$ cat src/rtl/trace_pkg.sv
// Shared state encoding, record layout and default widths for the
// write-back trace capture block.
package trace_pkg;

  localparam int DEF_PC_W        = 32;
  localparam int DEF_DATA_W      = 32;
  localparam int DEF_DEPTH       = 16;
  localparam int DEF_HALT_CYCLES = 8;

  typedef enum logic [1:0] {
    ST_IDLE    = 2'd0,
    ST_CAPTURE = 2'd1,
    ST_HALTED  = 2'd2
  } trace_state_e;

  typedef struct packed {
    logic [DEF_PC_W-1:0]   pc;
    logic [DEF_DATA_W-1:0] data;
  } trace_rec_t;

endpackage

$ cat src/rtl/trace_fifo.sv
// Synchronous first-word-fall-through FIFO with occupancy, full/empty and
// a flag for a push that could not be stored.
module trace_fifo #(
  parameter int DEPTH = 16,
  parameter int W     = 64
)(
  input  logic                     clk,
  input  logic                     rst,
  input  logic                     i_push,
  input  logic [W-1:0]             i_din,
  input  logic                     i_pop,
  output logic [W-1:0]             o_dout,
  output logic [$clog2(DEPTH):0]   o_level,
  output logic                     o_full,
  output logic                     o_empty,
  output logic                     o_drop
);

  localparam int AW = $clog2(DEPTH);

  logic [W-1:0]  r_mem [DEPTH];
  logic [AW-1:0] r_wr_ptr;
  logic [AW-1:0] r_rd_ptr;
  logic [AW:0]   r_level;
  logic          w_pop;
  logic          w_wr;

  assign o_empty = (r_level == '0);
  assign o_full  = (r_level == (AW+1)'(DEPTH));
  assign o_level = r_level;

  // A pop in the same cycle frees the slot, so a full FIFO can still accept.
  assign w_pop  = i_pop && !o_empty;
  assign w_wr   = i_push && (!o_full || w_pop);
  assign o_drop = i_push && o_full && !w_pop;

  assign o_dout = o_empty ? '0 : r_mem[r_rd_ptr];

  always_ff @(posedge clk) begin
    if (w_wr) r_mem[r_wr_ptr] <= i_din;
  end

  always_ff @(posedge clk or negedge rst) begin
    if (!rst) begin
      r_wr_ptr <= '0;
      r_rd_ptr <= '0;
      r_level  <= '0;
    end else begin
      if (w_wr)  r_wr_ptr <= r_wr_ptr + 1'b1;
      if (w_pop) r_rd_ptr <= r_rd_ptr + 1'b1;
      case ({w_wr, w_pop})
        2'b10:   r_level <= r_level + 1'b1;
        2'b01:   r_level <= r_level - 1'b1;
        default: r_level <= r_level;
      endcase
    end
  end

endmodule

$ cat src/rtl/wb_trace_capture.sv
// Write-back trace capture: records {PC, WriteData} on each retirement and stops on halt.
// Build macro TRACE_PC_FILTER_EN limits capture to PCs within PC_LO..PC_HI.
//
// state      | meaning
// -----------+---------------------------------------------------
// ST_IDLE    | not capturing; waits for cap_en
// ST_CAPTURE | pushes a record whenever the PC changes
// ST_HALTED  | PC stuck; capture stopped until reset, FIFO drains
module wb_trace_capture
  import trace_pkg::*;
#(
  parameter int              PC_W        = DEF_PC_W,
  parameter int              DATA_W      = DEF_DATA_W,
  parameter int              DEPTH       = DEF_DEPTH,
  parameter int              HALT_CYCLES = DEF_HALT_CYCLES,
  parameter logic [PC_W-1:0] PC_LO       = '0,
  parameter logic [PC_W-1:0] PC_HI       = '1
)(
  input  logic                   clk,
  input  logic                   rst,
  input  logic [PC_W-1:0]        ProgramCounter,
  input  logic [DATA_W-1:0]      WriteData,
  input  logic                   cap_en,
  output logic                   out_valid,
  input  logic                   out_ready,
  output logic [PC_W-1:0]        out_pc,
  output logic [DATA_W-1:0]      out_data,
  output logic [$clog2(DEPTH):0] level,
  output logic                   overflow,
  output logic [15:0]            drop_cnt,
  output logic                   halted
);

  localparam int              RW      = PC_W + DATA_W;
  localparam int              SW      = $clog2(HALT_CYCLES);
  localparam logic [SW-1:0]   HALT_TC = SW'(HALT_CYCLES - 2);

  trace_state_e      r_state;
  trace_state_e      w_state_nxt;
  logic [PC_W-1:0]   r_prev_pc;
  logic              r_first;
  logic [SW-1:0]     r_stall_cnt;
  logic              r_stg_vld;
  logic [RW-1:0]     r_stg_rec;
  logic              r_overflow;
  logic [15:0]       r_drop_cnt;
  logic              r_halted;

  logic              w_capturing;
  logic              w_same;
  logic              w_halt_hit;
  logic              w_in_window;
  logic              w_event;
  logic [RW-1:0]     w_head;
  logic              w_fifo_empty;
  logic              w_fifo_full;
  logic              w_drop;
  logic              w_unused;

  assign w_capturing = (r_state == ST_CAPTURE) && cap_en;
  assign w_same      = (ProgramCounter == r_prev_pc);
  // Stall counter already at HALT_CYCLES-2 and another repeat: it reaches HALT_CYCLES-1 now.
  assign w_halt_hit  = w_capturing && w_same && (r_stall_cnt == HALT_TC);

`ifdef TRACE_PC_FILTER_EN
  assign w_in_window = (ProgramCounter >= PC_LO) && (ProgramCounter <= PC_HI);
`else
  assign w_in_window = 1'b1;
`endif

  assign w_event = w_capturing && !w_halt_hit && (r_first || !w_same) && w_in_window;

  always_comb begin
    w_state_nxt = r_state;
    case (r_state)
      ST_IDLE:    if (cap_en) w_state_nxt = ST_CAPTURE;
      ST_CAPTURE: begin
        if (!cap_en)         w_state_nxt = ST_IDLE;
        else if (w_halt_hit) w_state_nxt = ST_HALTED;
      end
      ST_HALTED:  w_state_nxt = ST_HALTED;
      default:    w_state_nxt = ST_IDLE;
    endcase
  end

  // The staging register gives one edge between sampling and the FIFO write.
  always_ff @(posedge clk or negedge rst) begin
    if (!rst) begin
      r_state     <= ST_IDLE;
      r_prev_pc   <= '0;
      r_first     <= 1'b1;
      r_stall_cnt <= '0;
      r_stg_vld   <= 1'b0;
      r_stg_rec   <= '0;
      r_overflow  <= 1'b0;
      r_drop_cnt  <= '0;
      r_halted    <= 1'b0;
    end else begin
      r_state   <= w_state_nxt;
      r_prev_pc <= ProgramCounter;
      r_stg_vld <= w_event;
      if (w_event) begin
        r_stg_rec <= {ProgramCounter, WriteData};
        r_first   <= 1'b0;
      end
      if (w_capturing && w_same) r_stall_cnt <= r_stall_cnt + 1'b1;
      else                       r_stall_cnt <= '0;
      if (w_halt_hit) r_halted <= 1'b1;
      if (w_drop) begin
        r_overflow <= 1'b1;
        if (r_drop_cnt != 16'hFFFF) r_drop_cnt <= r_drop_cnt + 16'd1;
      end
    end
  end

  trace_fifo #(
    .DEPTH (DEPTH),
    .W     (RW)
  ) u_fifo (
    .clk     (clk),
    .rst     (rst),
    .i_push  (r_stg_vld),
    .i_din   (r_stg_rec),
    .i_pop   (out_ready),
    .o_dout  (w_head),
    .o_level (level),
    .o_full  (w_fifo_full),
    .o_empty (w_fifo_empty),
    .o_drop  (w_drop)
  );

  assign out_valid = !w_fifo_empty;
  assign out_pc    = w_head[RW-1:DATA_W];
  assign out_data  = w_head[DATA_W-1:0];
  assign overflow  = r_overflow;
  assign drop_cnt  = r_drop_cnt;
  assign halted    = r_halted;

  // Window bounds only matter in the filtered build; full flag is informational.
  assign w_unused = ^{w_fifo_full, PC_LO, PC_HI};

endmodule

$ cat config.mk
export PLATFORM = sky130hd
export DESIGN_NAME = wb_trace_capture
export DESIGN_NICKNAME = d
export VERILOG_FILES = /design/src/rtl/trace_pkg.sv /design/src/rtl/trace_fifo.sv /design/src/rtl/wb_trace_capture.sv
export SDC_FILE = /design/constraint.sdc
export NUM_CORES = 1
export LEC_CHECK = 0
export ABC_AREA = 1
export CORE_ASPECT_RATIO = 1.4
export CORE_MARGIN = 2
export CORE_UTILIZATION = 46
export DETAILED_ROUTE_END_ITERATION = 12
export PLACE_DENSITY = 0.75
export SLEW_MARGIN = 15
export SYNTH_ARGS = -nofsm -noshare
export SYNTH_HDL_FRONTEND = slang
export SYNTH_HIERARCHICAL = 1
export SYNTH_SLANG_ARGS = --single-unit
export TNS_END_PERCENT = 10
$ cat constraint.sdc
create_clock -name clk -period 9.1 [get_ports clk]
set_clock_uncertainty 0.2 [all_clocks]
set_input_delay 1.82 -clock clk [delete_from_list [all_inputs] [get_ports clk]]
set_output_delay 1.82 -clock clk [all_outputs]
set_load 0.005 [all_outputs]
* Yosys cells after proc, flatten, opt, wreduce, memory -nomap -nowiden
Memory sizes are Yosys's and may differ from the RTL's.
Cells that the tools add are included.
W data, S select, Z words.
** Storage, ports and cells
- Latch bits :: 0
- Memories :: 1
- Flip-flop bits (word level) :: 134
- Word-level logic and storage cells :: 59
- Bits of input ports :: 68
- Memory bits (writable) :: 1024
- Memory bits (read-only) :: 0
- Output and inout port bits :: 88
** Operators by class
- Equal/unequal tests :: 10
- Multiplexer cells :: 9
- Bitwise operators :: 0
- Shift operators :: 0
- Div/mod/pow operators :: 0
- Add/sub/neg operators :: 6
- Reduce and logical (&&, ||, !) cells :: 21
- $lt $le $gt $ge :: 0
- $mul :: 0
** Memory list
- u_fifo.r_mem :: words 16, bits a word 64, read ports 1, clocked after memory_dff 0, wr ports 1, line trace_fifo.sv:21 : logic [W-1:0] r_mem [DEPTH];
** Operators by type and width (count)
- $mux W64 :: 1
- $eq A32 B32 Y1 :: 1
- $add A16 B1 Y16 const B :: 1
- $ne A16 B16 Y1 const B :: 1
- $pmux W5 S2 :: 1
- $logic_and A1 B1 Y1 :: 9
- $add A4 B1 Y4 const B :: 2
- $mux W2 :: 3
- $pmux W2 S3 :: 1
- $add A5 B1 Y5 const B :: 1
- $eq A5 B5 Y1 const B :: 1
- $logic_not A1 Y1 :: 5
- $logic_not A5 Y1 :: 1
- $sub A5 B1 Y5 const B :: 1
- $eq A2 B1 Y1 const B :: 2
- $eq A2 B2 Y1 const B :: 2
- $reduce_and A2 Y1 :: 2
- $add A3 B1 Y3 const B :: 1
- $eq A3 B3 Y1 const B :: 1
- $mux W3 :: 1
- $ne A3 B3 Y1 const B :: 1
- $logic_not A2 Y1 :: 1
- $logic_or A1 B1 Y1 :: 2
- $mux W1 :: 2
- 2 further kinds :: 2

* Logic depth before layout (Yosys ltp)
- Depth after elaboration :: 7
- Gate-level depth with buffers :: 14
- Gate-level depth less buffers :: 14

* Hierarchy
Netlist, hierarchy kept.
** By module, submodules not included
- trace_fifo :: instances 1, cells each 2843, area an instance 40533.9 um2, sequential area each 31074.8 um2
- wb_trace_capture :: instances 1, cells each 535, area an instance 5039.8 um2, sequential area each 3029.2 um2

* Least setup slack after synthesis
No wires, ideal clock.
- Path type :: in2reg
- Start point :: input port out_ready
- End point :: memory u_fifo.r_mem[0][0], enable pin
- Arrival :: 4.951 ns
- Path buffers :: 0
- Stages :: 6
- Required time :: 8.414 ns
- Library setup time :: 0.486 ns
- Path slack :: 3.463 ns
- Cell sequence :: nand2_2 nand2_1 nand2_1 inv_2 nand2_1 nor2_1
** Between the ends
- Longest elaborated chain between the ends :: 5
** Ends and longest elaborated chain
- start: declaration :: line wb_trace_capture.sv:25 : input logic out_ready,
- $logic_and A1 B1 Y1 :: line trace_fifo.sv:33 : assign w_pop = i_pop && !o_empty;
- $logic_or A1 B1 Y1 :: line trace_fifo.sv:34 : assign w_wr = i_push && (!o_full || w_pop);
- $logic_and A1 B1 Y1 :: line trace_fifo.sv:34
- $mux W1 :: line trace_fifo.sv:40 : if (w_wr) r_mem[r_wr_ptr] <= i_din;
- $mux W1 (not written as such) :: line trace_fifo.sv:40
- end: declaration :: line trace_fifo.sv:21
No other way between the ends.

* Final worst setup path
- Start point :: register u_fifo.r_rd_ptr[0]
- End point :: output port out_pc[22]
** Between the ends
- Longest elaborated chain between the ends :: 2
** Ends and longest elaborated chain
- start: declaration :: line trace_fifo.sv:23 : logic [AW-1:0] r_rd_ptr;
- start signal: assignment :: line trace_fifo.sv:50 : if (w_pop) r_rd_ptr <= r_rd_ptr + 1'b1;
- $mem_v2 Z16 W64
- $mux W64 :: line trace_fifo.sv:37 : assign o_dout = o_empty ? '0 : r_mem[r_rd_ptr];
- end: declaration :: line wb_trace_capture.sv:26 : output logic [PC_W-1:0] out_pc,
No other way between the ends.

==> impl_results.md <==
- Status: completed
- Hold_buf cts: 0
- Sequential fraction of the synthesis area: 74.8%
- Worst path max stage delay: approximately 0.90 ns
- Fill cell count: roughly 8k
- Area Growth Syn to Fin: 13.0%
- Synthesized cell area: 0.0456 mm²
- Global route overflow: 0
- Global-route wire length before repair: 176,000 µm
- Vias after detailed routing: 29.5k
- Cells after synthesis: roughly 3.4k
- GR Util met3: 2.87%
- Met1 Usage GRT: 29.9%
- Die footprint: between 0.1 and 0.15 mm²
- Core ar.: a little under 0.1 mm²
- Sw frac: between 30% and 40%
- Min cycle time layout: approximately 7.3 ns
- Max Slew Vio Count: 0
- Hold path start: overflow
- Crit path from: u_fifo/r_rd_ptr[0]
- # diodes: 0
- CTS tree: yes
- NetSw: around 5700 µW
- Total iterations of the first detailed-routing run: 5
- Async set or reset register ratio after synthesis: 11.6%
- Post-CTS Setup Inserts: 0
- Synthesized Nets: 3,456
- Yosys warning count: 6
- Num rows: 136
- CTS Buf Count: roughly 110
- Clock Latency Late Sink: slightly below 0.7 ns
- Initial antenna violation count: 0
- Logic pwr share: about 30%
- Chip Height: 376 µm
- CP Max Fanout: 93
- Net total in the final layout: around 3.5k
- Syn Area/Cell: roughly 13 µm²
- Share of layout cells above drive strength 1: under 10%
- CP endpoint kind: output port
- Peak VDD IR: 0.293 mV
- Final Cycle Share: roughly 80%
- Vias in the first global route: between 20k and 30k
- H-tree level count: 3
- Crit path cell chain: buf_4 > buf_4 > o21ai_0 > o22ai_1 > o211ai_1 > a21oi_1 > clkdlybuf4s50_1
- Vias per cell: between 6 and 7
- Most used cell along the critical path: buf_4
- # port buffers: roughly 160
- Post-DP HPWL: about 58,000 µm
- Fin. Hold Viols: 0
- Hold crit path type: reg2reg
- Peak Freq: 137 MHz
- Most frequent cell after synthesis: edfxtp_1
- Post-route ant nets: 0
- Clk buf depth: 3
- Reg2reg start: u_fifo/o_level[0]
- Design area: about 0.05 mm²
- Number of synthesized flops with an enable pin: roughly 1.0k
- Max_slew headroom: 13.9%
- Pint: around 11,000 µW
- Reg clk slew, reported paths: roughly 0.060 ns
- Leading area contributor after synthesis: edfxtp_1
- Drt total wl: 119,000 µm
- Number of remaining DRC errors: 0
- GPL Wtd Cong: between 0.7 and 0.8
- Synth cell types: 37
- CTS root buffer: clkbuf_16
- IO Count: about 160
- Starting DRC count in detailed routing: 3,375
- Overall Global Routing Usage: 22.8%
- Synth Register Bits: between 1k and 1.5k
- Final setup fails: 0
- Yosys top cell area share: 67.5%
- Met2 usage: about two fifths
- Synth top cells by count: edfxtp_1, nor2_1, o21ai_0
- CTS sink cnt: ~1.2k
- Wire per inst: roughly 25 µm
- Cell Pwr Density: ~320 mW/mm²
- Max_cap viols: 0
- Leakage: around 0.017 µW
- Seq pwr share: between 40% and 50%
- Setup TNS: 0 ns
- Unrepaired setup endpoints after global routing: false
- Share of total power in the clock network: approximately 27%
- Crit path DAT: between 5 and 6 ns
- Largest net degree at the start of global routing: between 200 and 300
- Critical path startpoint category: register
- Die width: 270 µm
- # resized after CTS: 0
- Top_reg_cell synth: edfxtp_1
- Cell Area, Placed: 0.0480 mm²
- Synth top area cells: edfxtp_1, dfrtp_1, o21ai_0
- Initial core utilization: between 40% and 50%
- Least-Margin Pin Slew: 1.29 ns
- Critical path type: reg2out
- WP data required: 7.08 ns
- Slowest CP cell: dfrtp_4
- GR peak layer: met2
==> final timing paths <==
check / end / slack [ns] / cells past startpoint
worst max-delay path: out_pc[22] / 1.82 / 7
worst min-delay path: overflow / 0.27 / 1
worst max register to register: u_fifo/r_mem[2][19] / 5.20 / 9
worst min register to register: overflow / 0.27 / 1
max in group asynchronous: u_fifo/r_rd_ptr[0] / 6.34 / 2
min in group asynchronous: r_prev_pc[5] / 0.86 / 1
==> cells in the final DEF, fill, tap and decap left out, types with 4 or more instances in the layout <==
cell type and n:
dfrtp_4 4, clkbuf_16 107, clkbuf_1 19, a21oi_1 64, clkbuf_8 8, clkdlybuf4s50_1 154
bufinv_16 10, nand3_1 68, xnor2_1 27, ha_1 10, inv_6 6, nand4_1 73
inv_1 54, o211ai_1 76, o221ai_1 180, o21ai_0 452, xor2_1 17, o22ai_1 76
nor2_1 540, nor2_4 16, o21ai_1 66, dfrtp_1 129, clkinv_2 24, nand2_1 229
edfxtp_1 1024, clkinv_1 20, buf_4 45, clkinvlp_4 5
==> metal layers <==
layer | wire length, µm | part of all wire [%] | vias up
met3 | 10400 | 8.7 | 271
li1 | - | - | 12811
met1 | 45500 | 38 | 14739
met4 | 4640 | 3.9 | 0
met5 | 0 | 0 | -
met2 | 58400 | 49 | 1651
==> sequential cells by signal (all words and copies together), names as in the netlist <==
signal / flops
u_fifo/r_wr_ptr: 4
u_fifo/o_level: 5
r_stg_rec: 64
u_fifo/r_mem: 1024
r_first: 1
halted: 1
overflow: 1
r_stg_vld: 1
u_fifo/r_rd_ptr: 4
r_stall_cnt: 3
r_state: 2
drop_cnt: 16
r_prev_pc: 32
==> logic make-up after synthesis <==
group | after synthesis | share of synthesized area (%)
buf+inv | 307 | 3.39
fa+ha+maj | 10 | 0.275
flops | 1158 | 74.8
compound gates | 915 | 12.2
xor+xnor | 44 | 0.846
simple gates | 944 | 8.50
==> worst max-delay path, delay by kind of cell, from the launching register on <==
family / cells / cell delay [ns]
AO/OA/AOI/OAI: 4 / 1.26
buffers and inverters: 3 / 2.32
flip-flops: 1 / 0.90
==> per-stage QoR <==
step | hold WS (ns) | worst slack [ns] | total power (µW) | std cells | utilization [%]
6_report | 0.272 | 1.82 | 16400 | 4845 | 52.5
5_1_grt | 0.292 | 1.56 | 17100 | 4845 | 52.5
4_1_cts | 0.275 | 1.81 | 16400 | 4845 | 52.5
3_5_place_dp | 0.254 | 2.58 | 12000 | 4644 | 48.9
3_3_place_gp | 0.245 | 2.63 | 11900 | 4644 | 48.9
2_1_floorplan | 0.230 | 3.46 | 9940 | 3378 | -
==> power by group through the flow <==
stage | sequential [µW] | clock, µW | combinational [µW]
3_5_place_dp | 7110 | 0 | 4890
6_report | 7000 | 4440 | 4920
5_1_grt | 7070 | 4690 | 5320
2_1_floorplan | 6840 | 0 | 3100
3_3_place_gp | 7080 | 0 | 4790
4_1_cts | 7000 | 4490 | 4920
==> layout make-up <==
type,instances,area (µm²),area share (%)
multi-input combinational,1913,10100,19.6
clock inverter,67,639,1.24
tap,1311,1640,3.18
clock buffer,134,2860,5.55
timing repair buffer,201,1910,3.71
inverter,61,255,0.496
sequential,1158,34100,66.2
No activity file was read; power rests on OpenSTA's default activity.
